`src/rtl/tone_detector.sv`:
```
// tone_detector: square-wave half-period measurement and 8-note classification with lock/silence tracking
module tone_detector #(
  parameter int CNT_W = 14,
  parameter int TOL = 16,
  parameter int STABLE_CNT = 3,
  parameter int TIMEOUT = 8192
) (
  input  logic             clk,
  input  logic             rst,
  input  logic             enable,
  input  logic             tone_in,
  output logic [2:0]       note_idx,
  output logic             note_valid,
  output logic             note_strobe,
  output logic             silent,
  output logic [CNT_W-1:0] half_period
);
  localparam int MC_W = $clog2(STABLE_CNT + 1);
  localparam logic [CNT_W-1:0] TOUT = CNT_W'(TIMEOUT);
  localparam logic [CNT_W-1:0] TOLV = CNT_W'(TOL);
  localparam logic [CNT_W-1:0] TBL [8] = '{CNT_W'(1916), CNT_W'(2033), CNT_W'(2273), CNT_W'(2565),
                                          CNT_W'(2874), CNT_W'(3049), CNT_W'(3425), CNT_W'(3847)};
  typedef enum logic [1:0] {SILENT, ACQUIRE, LOCKED} state_t;
  state_t state, state_n;
  logic s1, s2, s3, edg, hit, strobe_n;
  logic [CNT_W-1:0] cnt, diff;
  logic [2:0] cand, cand_n, idx_n, hit_idx;
  logic [MC_W-1:0] mc, mc_n;
  assign edg = (s2 ^ s3) & enable;
  assign silent = state == SILENT;
  assign note_valid = state == LOCKED;
  // lowest matching table index wins when tolerance windows overlap
  always_comb begin
    hit = 1'b0;
    hit_idx = '0;
    diff = '0;
    for (int k = 0; k < 8; k++) begin
      diff = cnt > TBL[k] ? cnt - TBL[k] : TBL[k] - cnt;
      if (!hit && diff <= TOLV) begin
        hit = 1'b1;
        hit_idx = 3'(k);
      end
    end
  end
  always_comb begin
    state_n = state;
    cand_n = cand;
    mc_n = mc;
    idx_n = note_idx;
    strobe_n = 1'b0;
    if (!enable) state_n = SILENT;
    else if (edg) begin
      case (state)
        SILENT: begin
          state_n = ACQUIRE;
          mc_n = '0;
        end
        ACQUIRE: begin
          cand_n = hit ? hit_idx : cand;
          mc_n = !hit ? '0 : (hit_idx == cand ? mc + 1'b1 : MC_W'(1));
          if (mc_n >= MC_W'(STABLE_CNT)) begin
            state_n = LOCKED;
            idx_n = cand_n;
            strobe_n = 1'b1;
          end
        end
        default: if (!(hit && hit_idx == note_idx)) begin
          state_n = ACQUIRE;
          cand_n = hit ? hit_idx : cand;
          mc_n = hit ? MC_W'(1) : '0;
        end
      endcase
    end else if (cnt == TOUT) state_n = SILENT;
  end
  always_ff @(posedge clk) begin
    if (rst) begin
      {s1, s2, s3} <= '0;
      cnt <= '0;
      half_period <= '0;
      state <= SILENT;
      cand <= '0;
      mc <= '0;
      note_idx <= '0;
      note_strobe <= 1'b0;
    end else begin
      {s1, s2, s3} <= {tone_in, s1, s2};
      cnt <= edg ? CNT_W'(1) : (cnt == TOUT ? cnt : cnt + 1'b1);
      if (edg) half_period <= cnt;
      state <= state_n;
      cand <= cand_n;
      mc <= mc_n;
      note_idx <= idx_n;
      note_strobe <= strobe_n;
    end
  end
endmodule
```
`config.mk`:
```
export PLATFORM = sky130hd
export DESIGN_NAME = tone_detector
export DESIGN_NICKNAME = d
export VERILOG_FILES = /design/src/rtl/tone_detector.sv
export SDC_FILE = /design/constraint.sdc
export NUM_CORES = 1
export LEC_CHECK = 0
export ABC_CLOCK_PERIOD_IN_PS = 5600
export CAP_MARGIN = 20
export CORE_AREA = 2 2 117 119
export CTS_BUF_LIST = sky130_fd_sc_hd__clkbuf_4
export DETAILED_ROUTE_END_ITERATION = 10
export DIE_AREA = 0 0 119 121
export PLACE_DENSITY = 0.66
export SYNTH_ARGS = -nofsm -noshare
export SYNTH_HDL_FRONTEND = slang
export SYNTH_SLANG_ARGS = --single-unit
export TNS_END_PERCENT = 100
```
`constraint.sdc`:
```
create_clock -name clk -period 5.6 [get_ports clk]
set_input_delay 1.4 -clock clk [delete_from_list [all_inputs] [get_ports clk]]
set_output_delay 1.4 -clock clk [all_outputs]
set_load 0.05 [all_outputs]
```
==> results of run 1 <==
==> metal layers <==
| layer | up-vias | GRT usage |
|---|---|---|
| met5 | - | 0 |
| met4 | 0 | 0.1637 |
| met3 | 113 | 0.07613 |
| met2 | 564 | 0.4752 |
| met1 | 3423 | 0.4585 |
| li1 | 3416 | - |
==> final timing paths <==
kind | endpoint | slack, ps | cells after the start
min reg2reg | s2 | 450 | 1
min | s2 | 450 | 1
max reg2reg | note_idx[1] | 620 | 14
max | note_idx[1] | 620 | 14
==> area by class of cell <==
type                            count  area, um^2
Sequential cell                    42       843.3
Tap cell                          176       220.2
Timing Repair Buffer               51       452.9
Clock buffer                        5       37.54
Clock inverter                      3       25.02
Multi-Input combinational cell    773        5146
Fill cell                        1299        6281
Inverter                           21       78.83
==> placed cells by master (no fill, tap or decap), types with 6 or more instances in the layout <==
cell	synthesis	final
nand2_1	86	86
nor2_1	72	72
a21oi_1	69	69
xnor2_1	56	56
o21ai_0	42	42
dfxtp_1	42	40
nand3_1	33	33
nor3_1	30	30
a31oi_1	28	28
buf_4	2	27
clkdlybuf4s50_1	0	23
nand2b_1	22	22
ha_1	22	22
inv_1	17	17
nand4_1	16	16
mux2i_1	16	16
nor2b_1	15	15
nor4_1	13	13
a211oi_1	12	12
and3_1	11	11
or3_1	11	11
a21o_1	11	11
o211ai_1	11	11
and2_1	10	10
o21a_1	10	10
and4_1	9	9
o31ai_1	8	8
o22ai_1	7	7
a22oi_1	7	7
o2111ai_1	7	7
a311oi_1	6	6
==> registers in the layout, indices dropped and copies added, names as in the netlist <==
register	cells
mc	2
cnt	14
s1	1
cand	3
note_idx	3
note_strobe	1
half_period	14
s3	1
s2	1
state	2
==> cells in the mapped netlist, drive strengths merged (5+ instances only) <==
master / number
nand3: 33
o21a: 10
nand2b: 22
a21o: 11
a41oi: 6
a211oi: 16
and4b: 5
o211ai: 12
o221ai: 5
mux2i: 16
o32ai: 5
o22ai: 7
a31oi: 29
and4: 10
o2111ai: 7
and2: 11
a221oi: 5
nor2b: 15
o31ai: 9
clkbuf: 45
a21oi: 70
nand2: 86
or4: 6
a22oi: 7
nor2: 72
nor3: 34
and3: 11
inv: 20
or3: 11
o21ai: 44
ha: 22
nand4: 16
a311oi: 6
buf: 39
o311ai: 5
or2: 7
nor4: 15
dfxtp: 42
xnor2: 57
==> power groups by stage <==
| stage | sequential [mW] | combinational [mW] | clock (mW) |
|---|---|---|---|
| after floorplan | 0.315 | 0.119 | 0 |
| after global placement | 0.314 | 0.165 | 0 |
| after detailed placement | 0.315 | 0.163 | 0 |
| after CTS | 0.309 | 0.164 | 0.178 |
| after global routing | 0.310 | 0.184 | 0.184 |
| final | 0.309 | 0.172 | 0.170 |
==> worst reg2reg max path: stages, from the launching register on <==
cell	delay [ps]
dfxtp_1	680
inv_1	240
ha_1	440
nor4b_1	250
and4_1	250
a21oi_1	770
mux2i_1	310
xnor2_1	90
a211oi_1	230
nand3_1	280
and2_1	270
nor3b_2	230
o31ai_4	120
nor4_4	480
mux2i_1	260
==> kinds of logic after synthesis <==
kind of cell / synth area share
buffers and inverters: 0.06943
multiplexers: 0.02839
adder cells (fa/ha/maj): 0.04434
XOR/XNOR: 0.08149
AO/OA/AOI/OAI: 0.3232
AND/OR/NAND/NOR: 0.3224
flip-flops: 0.1307
==> stage by stage <==
step / total power [mW] / setup slack, ps / std cells / util
3_5_place_dp: 0.4786 / 789.3 / 1063 / 0.5152
3_3_place_gp: 0.4793 / 970.1 / 1063 / 0.5152
6_report: 0.6506 / 618.5 / 1071 / 0.5200
4_1_cts: 0.6511 / 746.4 / 1071 / 0.5200
5_1_grt: 0.6775 / 199.1 / 1071 / 0.5200
2_1_floorplan: 0.4338 / 1227 / 920 / -
==> summary.md, run 1 <==
| Metric | Value |
|---|---|
| Clock power frac | 0.261 |
| Ant diodes | 0 |
| Mapped Nets | between 900 and 1000 |
| First-pass iteration count of the detailed router | 6 |
| Placed instance area | 6741 um^2 |
| Max capacitance violation total | 0 |
| Die outline height | 121 um |
| Cell area after layout | just under 7000 um^2 |
| Slew @ Worst Pin | 1008 ps |
| Kind of launch point of the worst setup path | flip-flop |
| Post-Synthesis Cells | 920 |
| Worst path required time | ~6000 ps |
| Startpoint of the most critical setup path | cnt[1] |
| Final-report max-slew violation count | 0 |
| Share of cells above drive strength 1 | 0.08939 |
| CTS HTree Levels | 2 |
| DRC violations left | 0 |
| Synth Cell Area | about 6400 um^2 |
| Core area | 13090 um^2 |
| Drt wl/cell | 22.54 um |
| Count of cell types in the netlist | 98 |
| Number of enable flip-flop cells after synthesis | 0 |
| Switching part of the total power | 0.3645 |
| Max-slew headroom at the worst pin | 0.3282 |
| Worst Path Buf+Inv | 1 |
| Final clock period utilization by the worst path | 0.8896 |
| Post-route met1 wirelength | about 10000 um |
| Portion of synthesized cell area occupied by the leading cell type | 0.1307 |
| Area added between synthesis and finish | 5.757% |
| Internal Pwr Total | 0.4134 mW |
| Sequential fraction of design power | 0.475 |
| Sum of negative setup slack | 0 ps |
| Count of antenna-violating nets left after detailed routing | 0 |
| Length of routed met2 wiring | 9826 um |
| Number of hold violations in the final report | 0 |
| Largest stage delay on the critical path | 770 ps |
| Static leakage power | ~2.3 nW |
| Launch point of the worst hold path | s1 |
| First-iteration detailed-routing DRC count | 1033 |
| Overall die width | 119 um |
| Sinks on the clock net | 42 |
| Worst path slowest cell | a21oi_1 |
| Wire length of the first global-routing pass | around 38000 um |
| Ratio of total power to cell area | 95.61 nW/um^2 |
| CTS Root Buffer Type | clkbuf_4 |
| Maximum vdd ir drop | 85.97 uV |
| Clock slew at the register clock pins of the worst setup and hold paths | 150 ps |
| Fraction of power consumed by combinational cells | 0.264 |
| Cell with the most instances on the worst path | mux2i_1 |
| Largest net degree at the start of global routing | 43 |
| Starting density of the core | 0.4917 |
| Dominant cells by area after synthesis | dfxtp_1 (13%), xnor2_1 (7.6%), a21oi_1 (5.4%) |
| Met3 wire length | between 3000 and 4000 um |
| Worst Hold Slack | around 450 ps |
| Maximum clock frequency | 200.7 MHz |
| Critical path cell sequence | inv_1, ha_1, nor4b_1, and4_1, a21oi_1, mux2i_1, xnor2_1, a211oi_1, nand3_1, and2_1, nor3b_2, o31ai_4, nor4_4, mux2i_1 |
| Type of destination of the critical path | flip-flop |
| Number of buffers created by CTS | 5 |
| Final routed wirelength across all metal layers | 24140 um |
| Worst flop-to-flop path startpoint | cnt[1] |
| GRT Resource Usage Total | 0.3298 |
| Net switching component of the power | about 0.24 mW |
| Source-to-sink clock delay at the later pin of the worst-skew pair | 370 ps |
| Average size of a mapped cell | 6.993 um^2 |
| Path type of the worst setup path | flip-flop to flip-flop |
| Flip-flop and latch count after synthesis | 42 |
| Cell type with the highest aggregate area in the netlist | dfxtp_1 |
| Async set-or-reset flop fraction in the synthesized netlist | 0 |
| Hold Buf Count CTS | 0 |
| Clock skew after layout | 9.503 ps |
| Quantity of I/O buffers inserted on ports | 23 |
| Number of antenna violations at the first check in global routing | 0 |
| Number of instances resized during post-cts repair | 0 |
| Detailed-route via count | 7516 |
| Clock tree from TritonCTS | yes |
| Worst-case clock buffer depth | 2 |
| Total congestion overflow | 0 |
| Critical-path maximum fanout | 15 |
| Arrival time worst endpoint | 5290 ps |
| Routed via count divided by cell count | 7.018 |
| Total number of placement rows | 42 |
| Nets | 920 |
| Setup repair after global routing missed its margin | no |
| CP delay by family, top | simple AND/OR/NAND/NOR gates |
| Warnings, synthesis | 0 |
| Crit path time final | 4982 ps |
| Sequential element share of the synthesized area | 0.1307 |
| Top-level port count | 24 |
| Post-CTS Setup Inserts | 0 |
| Kind of path behind the tightest hold check | flip-flop to flip-flop |
| Number of endpoints failing setup at the final stage | 0 |
| Status | finished, final reports clean |
| Top layer in use | met4 |
| Most used DFF post-synth | dfxtp_1 |
| Die area | 14400 um^2 |
| Total half-perimeter wirelength after legalization and detailed placement | 17240 um |
| Via count of the first global-routing pass | 6813 |
| Weighted congestion at the end of routability-driven global placement | 1.022 |
(Power assumes the default switching activity.)
==> run 2, diff against run 1 <==
--- a/config.mk
+++ b/config.mk
@@ -11,7 +11,9 @@
 export CTS_BUF_LIST = sky130_fd_sc_hd__clkbuf_4
 export DETAILED_ROUTE_END_ITERATION = 10
 export DIE_AREA = 0 0 119 121
-export PLACE_DENSITY = 0.66
+export HOLD_SLACK_MARGIN = 0.02
+export PLACE_DENSITY_LB_ADDON = 0.05
+export SKIP_CTS_REPAIR_TIMING = 1
 export SYNTH_ARGS = -nofsm -noshare
 export SYNTH_HDL_FRONTEND = slang
 export SYNTH_SLANG_ARGS = --single-unit
==> run 2 against run 1 <==
Global-route usage up 3.8 points; highest routed layer unchanged; cell count up 0.47%; critical endpoint is now note_idx[2]; final area up 0.24%.
==> summary.md, run 2 (synthesized netlist as in run 1, its figures left out) <==
| Metric | Value |
|---|---|
| Max capacitance violation total | 0 (unchanged) |
| Total congestion overflow | 0 (unchanged) |
| Weighted congestion at the end of routability-driven global placement | 1.003 (was 1.022) |
| Number of endpoints failing setup at the final stage | 0 (unchanged) |
| Kind of path behind the tightest hold check | flip-flop to flip-flop (unchanged) |
| Capture instance of the worst register-to-register path | note_idx[2] (was note_idx[1]) |
| Source-to-sink clock delay at the later pin of the worst-skew pair | 380 ps (was 370 ps) |
| Number of antenna violations at the first check in global routing | 1 (was 0) |
| Die outline height | 121 um (unchanged) |
| First-pass iteration count of the detailed router | 6 (unchanged) |
| Sequential cell area | 843.3 um^2 (unchanged) |
| Final total power | 0.6503 mW (was 0.6506 mW) |
| Setup repair after global routing missed its margin | no (unchanged) |
| Worst-case clock buffer depth | 2 (unchanged) |
| Routed via count divided by cell count | 7.103 (was 7.018) |
| Arrival time worst endpoint | 5420 ps (was 5290 ps) |
| Detailed-route via count | 7643 (was 7516) |
| Quantity of I/O buffers inserted on ports | 23 (unchanged) |
| Depth of the most critical reg-to-reg path | 14 (unchanged) |
| DRC violations left | 0 (unchanged) |
| CTS Root Buffer Type | clkbuf_4 (unchanged) |
| Worst path required time | 5910 ps (about the same) |
| Clock skew after layout | 16.84 ps (was 9.503 ps) |
| Overall die width | 119 um (unchanged) |
| Regs by FF count | cnt: 14 flops, half_period: 14 flops (unchanged) |
| Nets | 924 (was 920) |
| Area taken by multi-input logic gates | 5146 um^2 (unchanged) |
| CTS HTree Levels | 2 (unchanged) |
| Number of buffers created by CTS | 5 (unchanged) |
| Top-level port count | 24 (unchanged) |
| Type of destination of the critical path | flip-flop (unchanged) |
| Placed instance area | 6759 um^2 (was 6741 um^2) |
| Final standard cell count with taps included and fillers excluded | 1076 (was 1071) |
| GRT Resource Usage Total | 0.3681 (was 0.3298) |
| Worst slack, placed | 655.3 ps (was 789.3 ps) |
| Ratio of total power to cell area | 95.34 nW/um^2 (was 95.61 nW/um^2) |
| Slew @ Worst Pin | 1015 ps (was 1008 ps) |
| Reg2reg setup slack | 490 ps (was 620 ps) |
| Starting density of the core | 0.4917 (unchanged) |
| Area added between synthesis and finish | 6.009% (was 5.757%) |
| Drt wl/cell | 24.85 um (was 22.54 um) |
| Core area | 13090 um^2 (unchanged) |
| Commonest cells after routing, fill and taps aside | nand2_1 (86), nor2_1 (72), a21oi_1 (69), xnor2_1 (56), o21ai_0 (42) (unchanged) |
| Share of the core filled with cells | 0.5212 (was 0.5200) |
| Final-report max-slew violation count | 0 (unchanged) |
| Die area | 14400 um^2 (unchanged) |
| Post-placement cell count | 1067 (was 1063) |
| Wire length of the first global-routing pass | 41400 um (was 38220 um) |
| Clock tree from TritonCTS | yes (unchanged) |
| Share of cells above drive strength 1 | 0.09344 (was 0.08939) |
| Maximum clock frequency | 195.6 MHz (was 200.7 MHz) |
| First-iteration detailed-routing DRC count | 1040 (was 1033) |
| Max-slew headroom at the worst pin | 0.3236 (was 0.3282) |
| Critical-path maximum fanout | 14 (was 15) |
| Launch point of the worst hold path | half_period[12] (was s1) |
| Status | finished, final reports clean (unchanged) |
| Sum of negative setup slack | 0 ps (unchanged) |
| Destination of the worst hold path | half_period[12] (was s2) |
| Worst-case setup margin in the final layout | 488.2 ps (was 618.5 ps) |
| Path type of the worst setup path | flip-flop to flip-flop (unchanged) |
| Total number of placement rows | 42 (unchanged) |
| Final routed wirelength across all metal layers | 26740 um (was 24140 um) |
| Hold Crit Depth | 2 (was 1) |
| Total of fill cells in the finished design | 1323 (was 1299) |
| Clock slew at the register clock pins of the worst setup and hold paths | 140 ps (was 150 ps) |
| Final clock period utilization by the worst path | 0.9128 (was 0.8896) |
| Worst Hold Slack | 461.4 ps (was 453.7 ps) |
| Most common library cell in the layout ignoring fill and taps | nand2_1 (unchanged) |
| Number of hold violations in the final report | 0 (unchanged) |
| Via count of the first global-routing pass | 7466 (was 6813) |
| Cell area after layout | 6820 um^2 (was 6804 um^2) |
| Kind of launch point of the worst setup path | flip-flop (unchanged) |
| Worst flop-to-flop path startpoint | cnt[1] (unchanged) |
| Maximum vdd ir drop | 107.1 uV (was 85.97 uV) |
| Static leakage power | 2.270 nW (was 2.250 nW) |
| Sinks on the clock net | 42 (unchanged) |
| Largest net degree at the start of global routing | 32 (was 43) |
| Crit path time final | 5112 ps (was 4982 ps) |
| Count of antenna-violating nets left after detailed routing | 0 (unchanged) |
| Total half-perimeter wirelength after legalization and detailed placement | 19770 um (was 17240 um) |
==> run 2: cell count changes in the layout (fill, tap and decap cells not counted), sizes merged <==
cell	previous run	this run
inv	21	20
diode	0	1
clkbuf	5	6
clkinv	2	3
clkinvlp	1	0
buf	28	32
==> run 2: where the power goes <==
part	switching, mW	internal, mW
Sequential	0.00617	0.302
Combinational	0.116	0.0600
Clock	0.111	0.0543
==> run 2: critical path, cell delays in order (launching register included) <==
cell	delay, ps
dfxtp_1	770
inv_1	290
ha_1	450
nor2b_1	260
o311ai_1	160
a21oi_1	840
o21ai_0	370
a21o_1	270
nand3_1	70
nand3_1	200
and2_1	260
nor3b_2	230
o31ai_4	120
nor4_4	500
mux2i_1	240
==> run 2: how the worst max path moves through the flow <==
stage / cells after the start / from / slack [ps] / end
2_1_floorplan: 16 / cnt[3] / 1230 / note_idx[0]
6_report: 14 / cnt[1] / 490 / note_idx[2]
4_1_cts: 14 / cnt[1] / 630 / note_idx[2]
3_5_place_dp: 14 / cnt[1] / 660 / note_idx[2]
5_1_grt: 14 / cnt[1] / 210 / note_idx[2]
3_3_place_gp: 14 / cnt[1] / 940 / note_idx[2]
==> run 2: final cells by class <==
type / count / area share
Clock inverter: 2 / 0.002018
Sequential cell: 42 / 0.1236
Antenna cell: 1 / 0.0003669
Tap cell: 176 / 0.03229
Inverter: 21 / 0.01156
Timing Repair Buffer: 55 / 0.06898
Clock buffer: 6 / 0.006604
Multi-Input combinational cell: 773 / 0.7545
==> run 2: layer usage <==
layer / track usage / part of all wire / up-vias
met5: 0 / 0 / -
li1: - / - / 3412
met4: 0.2106 / 0.054 / 0
met3: 0.07472 / 0.11 / 109
met1: 0.4746 / 0.40 / 3556
met2: 0.5711 / 0.43 / 566
